===== src/rtl/logicnet_pkg.sv =====
// Shared types and sizing helpers for the LogicNets LUT loader.
//   lut_ld_state_t : loader FSM states
//   depth()        : table depth for a given address width
//   nwords()       : config words needed to fill one table
//   cnt_width()    : word counter width (at least 1 bit)
package logicnet_pkg;

    localparam int unsigned DEF_IN_BITS  = 8;
    localparam int unsigned DEF_OUT_BITS = 1;
    localparam int unsigned DEF_CFG_W    = 32;

    typedef enum logic [0:0] {
        IDLE = 1'b0,
        LOAD = 1'b1
    } lut_ld_state_t;

    function automatic int unsigned depth(input int unsigned in_bits);
        return 32'(1) << in_bits;
    endfunction

    function automatic int unsigned nwords(input int unsigned in_bits,
                                           input int unsigned out_bits,
                                           input int unsigned cfg_w);
        return (depth(in_bits) * out_bits) / cfg_w;
    endfunction

    function automatic int unsigned cnt_width(input int unsigned n);
        return (n > 1) ? $clog2(n) : 1;
    endfunction

endpackage


===== src/rtl/lut_table_ram.sv =====
// DEPTH x OUT_BITS flop table with a word-wide packed write port and a
// registered read port. Flops are used so reset can clear the whole table.
//   clk, rst : clock, asynchronous active-high reset
//   we       : write one config word this cycle
//   waddr    : config word index
//   wdata    : config word, entry j of the word in bits [j*OUT_BITS +: OUT_BITS]
//   re       : lookup this cycle
//   raddr    : lookup address
//   rdata    : registered lookup result, holds when re is low
module lut_table_ram
    import logicnet_pkg::*;
#(
    parameter  int unsigned IN_BITS  = DEF_IN_BITS,
    parameter  int unsigned OUT_BITS = DEF_OUT_BITS,
    parameter  int unsigned CFG_W    = DEF_CFG_W,
    localparam int unsigned CNT_W    = cnt_width(nwords(IN_BITS, OUT_BITS, CFG_W))
) (
    input  logic                clk,
    input  logic                rst,
    input  logic                we,
    input  logic [CNT_W-1:0]    waddr,
    input  logic [CFG_W-1:0]    wdata,
    input  logic                re,
    input  logic [IN_BITS-1:0]  raddr,
    output logic [OUT_BITS-1:0] rdata
);

    localparam int unsigned DEPTH  = depth(IN_BITS);
    localparam int unsigned NWORDS = nwords(IN_BITS, OUT_BITS, CFG_W);
    localparam int unsigned EPW    = CFG_W / OUT_BITS;

    logic [OUT_BITS-1:0] mem_q [DEPTH];

    // Table storage: a word scatters EPW consecutive entries starting at waddr*EPW.
    always_ff @(posedge clk or posedge rst) begin
        if (rst) begin
            for (int i = 0; i < int'(DEPTH); i++) begin
                mem_q[i] <= '0;
            end
        end else if (we) begin
            for (int k = 0; k < int'(NWORDS); k++) begin
                if (waddr == CNT_W'(k)) begin
                    for (int j = 0; j < int'(EPW); j++) begin
                        mem_q[k*int'(EPW) + j] <= wdata[j*int'(OUT_BITS) +: OUT_BITS];
                    end
                end
            end
        end
    end

    // Registered read; same-edge writes are not visible until the next lookup.
    always_ff @(posedge clk or posedge rst) begin
        if (rst) begin
            rdata <= '0;
        end else if (re) begin
            rdata <= mem_q[raddr];
        end
    end

endmodule


===== src/rtl/logicnet_lut_loader.sv =====
// Runtime-programmable LogicNets LUT neuron: loads a truth table from a
// valid/ready config stream and serves registered lookups from it.
//   clk, rst   : clock, asynchronous active-high reset
//   cfg_start  : pulse, begin or restart a table load
//   cfg_valid  : config word valid
//   cfg_data   : config word
//   cfg_ready  : loader accepts a word this cycle
//   cfg_done   : table holds a complete load (sticky)
//   in_valid   : lookup request valid
//   in_data    : lookup address
//   in_ready   : lookup accepted this cycle
//   out_valid  : lookup result valid (one cycle after acceptance)
//   out_data   : table entry for the accepted address
module logicnet_lut_loader
    import logicnet_pkg::*;
#(
    parameter int unsigned IN_BITS  = DEF_IN_BITS,
    parameter int unsigned OUT_BITS = DEF_OUT_BITS,
    parameter int unsigned CFG_W    = DEF_CFG_W
) (
    input  logic                clk,
    input  logic                rst,
    input  logic                cfg_start,
    input  logic                cfg_valid,
    input  logic [CFG_W-1:0]    cfg_data,
    output logic                cfg_ready,
    output logic                cfg_done,
    input  logic                in_valid,
    input  logic [IN_BITS-1:0]  in_data,
    output logic                in_ready,
    output logic                out_valid,
    output logic [OUT_BITS-1:0] out_data
);

    localparam int unsigned DEPTH  = depth(IN_BITS);
    localparam int unsigned NWORDS = nwords(IN_BITS, OUT_BITS, CFG_W);
    localparam int unsigned CNT_W  = cnt_width(NWORDS);
    localparam logic [CNT_W-1:0] LAST_WORD = CNT_W'(NWORDS - 1);

    if (((DEPTH * OUT_BITS) % CFG_W) != 0) begin : g_bad_cfg
        $error("logicnet_lut_loader: DEPTH*OUT_BITS must be a multiple of CFG_W");
    end

    lut_ld_state_t    state_q, state_d;
    logic [CNT_W-1:0] cnt_q, cnt_d;
    logic             done_d;
    logic             we_c;
    logic             take_c;
    logic             lookup_c;

    // cfg_ready mirrors state==LOAD, so a word is taken only while loading.
    assign take_c   = cfg_ready && cfg_valid;
    assign in_ready = (state_q != LOAD) && !cfg_start;
    assign lookup_c = in_valid && in_ready;

    // Next-state: cfg_start wins over a word arriving in the same cycle.
    always_comb begin
        state_d = state_q;
        cnt_d   = cnt_q;
        done_d  = cfg_done;
        we_c    = 1'b0;
        if (cfg_start) begin
            state_d = LOAD;
            cnt_d   = '0;
            done_d  = 1'b0;
        end else if (take_c) begin
            we_c = 1'b1;
            if (cnt_q == LAST_WORD) begin
                state_d = IDLE;
                done_d  = 1'b1;
            end else begin
                cnt_d = cnt_q + CNT_W'(1);
            end
        end
    end

    // Loader state, word counter and handshake outputs.
    always_ff @(posedge clk or posedge rst) begin
        if (rst) begin
            state_q   <= IDLE;
            cnt_q     <= '0;
            cfg_done  <= 1'b0;
            cfg_ready <= 1'b0;
            out_valid <= 1'b0;
        end else begin
            state_q   <= state_d;
            cnt_q     <= cnt_d;
            cfg_done  <= done_d;
            cfg_ready <= (state_d == LOAD);
            out_valid <= lookup_c;
        end
    end

    lut_table_ram #(
        .IN_BITS  (IN_BITS),
        .OUT_BITS (OUT_BITS),
        .CFG_W    (CFG_W)
    ) u_table (
        .clk   (clk),
        .rst   (rst),
        .we    (we_c),
        .waddr (cnt_q),
        .wdata (cfg_data),
        .re    (lookup_c),
        .raddr (in_data),
        .rdata (out_data)
    );

endmodule

===== config.mk =====
export PLATFORM = sky130hd
export DESIGN_NAME = logicnet_lut_loader
export DESIGN_NICKNAME = d
export VERILOG_FILES = /design/src/rtl/logicnet_pkg.sv /design/src/rtl/lut_table_ram.sv /design/src/rtl/logicnet_lut_loader.sv
export SDC_FILE = /design/constraint.sdc
export NUM_CORES = 1
export LEC_CHECK = 0
export ABC_CLOCK_PERIOD_IN_PS = 11900
export CAP_MARGIN = 20
export CORE_ASPECT_RATIO = 0.8
export CORE_UTILIZATION = 55
export DETAILED_ROUTE_END_ITERATION = 16
export PLACE_DENSITY_LB_ADDON = 0.08
export SETUP_SLACK_MARGIN = 0.1
export SLEW_MARGIN = 20
export SYNTH_ARGS = -nofsm -noshare
export SYNTH_HDL_FRONTEND = slang
export SYNTH_HIERARCHICAL = 1
export SYNTH_SLANG_ARGS = --single-unit

===== constraint.sdc =====
create_clock -name clk -period 11.9 [get_ports clk]
set_input_delay 2.38 -clock clk [delete_from_list [all_inputs] [get_ports clk]]
set_output_delay 2.38 -clock clk [all_outputs]
set_load 0.01 [all_outputs]

==> run summary <==
TNS Setup: 0 ns
Core Region: 21700 um^2
Worst clock skew: 0.00698 ns
Period utilization: 50.8%
CP bufs+invs: 2
Share of the synthesized area in the top cell type: 54.0%
Std cell rows: 48
Hold Path Class: flop to flop
Fin. max-slew vios: 0
Synthesis-to-layout area growth: 12.9%
Post-cts gate resize count: 0
Hold path depth: 1
Final non-filler cell total: 1159
Mean Syn Cell Area: 15.3 um^2
Root Driver: clkbuf_16
Bufs on Longest Clock Path: 3
CP Depth: 3
Die width: 168 um
Synth unique cells: 47
Cell with the most instances after synthesis: dfrtp_1
Worst-Skew Late Latency: 0.53 ns
Drt drc: 0
Power Dens Cells: 166 nW/um^2
Synth Cell Area: 12200 um^2
Largest net degree at the start of global routing: 97
H-tree Lvls: 1
Reg2reg path depth: 5
Final Hold Fails: 0
Leakage: 6.43 nW
Period minus WS final: 6.04 ns
Drt wl/cell: 25.3 um
Post-synth top cells: dfrtp_1 (263), mux2_2 (256), mux2i_1 (41)
Number of global-route vias before repair: 7493
Final setup fails: 0
Post-CTS Hold Buffers: 0
Worst-path clk slew: 0.06 ns
Post-CTS setup buffers: 0
Leading register cell type out of synthesis: dfrtp_1
Critical path endpoint category: output port
Die area: 22800 um^2
Initial antenna violation count: 0
Initial DRC Count: 501
Ys async rst share: 100%
PortBufs: 49
Nets: 885
CTS tree: built
Crit path DAT: 3.66 ns
Worst-path cell chain: clkdlybuf4s50_1 > nor2_1 > clkdlybuf4s50_1
Critical path's slowest cell: clkdlybuf4s50_1
Synthesized netlist cell count: 799
Kind of critical path: input pin to output port
Post-Syn Nets: 846
Overflow after GRT: 0
Initial core utilization: 56.2%
DP HPWL: 19.6 mm
Top cell family by delay on the critical path: buffers and inverters
Clock Sinks: 263
Die H: 135 um
RSZ-0062 raised after global routing: false
Share of layout cells above drive strength 1: 40.4%
Post-synthesis sequential area ratio: 54.0%
# IOs: 50
Outcome: complete, no violations
Pre-antenna DRT Iters: 5
Peak VDD IR: 0.000133 V
Post-route ant nets: 0
Number of synthesized register bits: 263
Crit path max fanout: 10
Routed WL: 29.3 mm
Vias: 7152
Max Cap Violations: 0
First-pass GRT wire length: 46.2 mm
Placed insts: 1110
Worst path max stage delay: 0.56 ns
CTS Buf Count: 26
Startpoint type of the worst setup path: input pin
Via density per instance: 6.17
Required @ worst endpoint: 9.52 ns
CP dominant cell by count: clkdlybuf4s50_1
Dominant cell type by area after synthesis: dfrtp_1
Placer Congestion: 0.856
Worst slew pin tran: 0.909 ns
F_max: 0.165 GHz
Total GRT Usage: 27.3%
Top cells by area, synth: dfrtp_1 (54%), mux2_2 (24%), mux4_1 (5.2%)
Synth warn: 6
Max_slew headroom: 39.4%
Post-synth EDFFs: 0
-- cells in the final DEF (no fill, tap or decap), types with 13 or more instances in the layout --
cell | netlist | routed
clkbuf_16 | 0 | 27
nor2_1 | 13 | 13
mux4_1 | 24 | 24
dfrtp_1 | 263 | 263
nand2_1 | 18 | 18
clkdlybuf4s50_1 | 0 | 47
mux2_2 | 256 | 256
buf_4 | 1 | 16
mux2i_1 | 41 | 41
mux4_2 | 21 | 21
-- kinds of logic after synthesis --
| logic type | after synthesis | share of synthesized area (%) |
|---|---|---|
| adder cells (fa/ha/maj) | 2 | 0.205 |
| AND/OR/NAND/NOR | 78 | 3.38 |
| multiplexers | 343 | 36.2 |
| buffers and inverters | 60 | 2.80 |
| AO/OA/AOI/OAI | 53 | 3.45 |
| flip-flops | 263 | 54.0 |
-- power by group --
part,leakage (nW),total [mW],switching (mW),internal [mW]
clock,0.442,0.835,0.345,0.490
sequential,3.47,1.11,0.0741,1.04
combinational,2.52,0.338,0.148,0.190
-- metal layers --
| metal | wire (um) | global-route usage, % | up-vias |
|---|---|---|---|
| li1 | - | - | 3128 |
| met1 | 13500 | 40.3 | 3811 |
| met2 | 13600 | 42.1 | 171 |
| met3 | 1430 | 4.27 | 42 |
| met4 | 776 | 8.03 | 0 |
| met5 | 0 | 0 | - |
-- final timing paths --
check / from / to / slack, ns
hold reg to reg: u_table/mem_q[142] / u_table/mem_q[142] / 0.50
min in group asynchronous: rst / out_valid / 2.23
max in group asynchronous: rst / u_table/mem_q[12] / 8.13
setup / recovery: cfg_start / in_ready / 5.86
setup reg to reg: state_q / u_table/mem_q[18] / 9.48
hold / removal: u_table/mem_q[142] / u_table/mem_q[142] / 0.50
-- metrics by stage --
| stage | power, mW | hold slack [ns] | setup WS [ns] | utilization, % | cell area [um^2] |
|---|---|---|---|---|---|
| 2_1_floorplan | 1.35 | 0.470 | 2.45 | - | 12200 |
| 3_3_place_gp | 1.44 | 0.479 | 5.88 | 59.4 | 12900 |
| 3_5_place_dp | 1.47 | 0.485 | 5.86 | 59.4 | 12900 |
| 4_1_cts | 2.30 | 0.500 | 5.85 | 63.4 | 13800 |
| 5_1_grt | 2.38 | 0.514 | 5.78 | 63.5 | 13800 |
| 6_report | 2.28 | 0.497 | 5.86 | 63.5 | 13800 |
-- area by class of cell --
cell class / instances / area [um^2]
diodes: 1 / 2.50
clock buffers: 36 / 759
clock inverters: 12 / 118
fillers: 1595 / 7920
inverters: 6 / 30.0
multi-input cells: 476 / 5290
flip-flops and latches: 263 / 6580
well taps: 300 / 375
repair buffers: 65 / 607
-- state kept, by name, indices dropped and copies added (netlist names) --
signal,flops
u_table/mem_q,256
cfg_done,1
out_valid,1
state_q,1
cnt_q,3
u_table/rdata,1
Power figures use the tool's default switching activity.
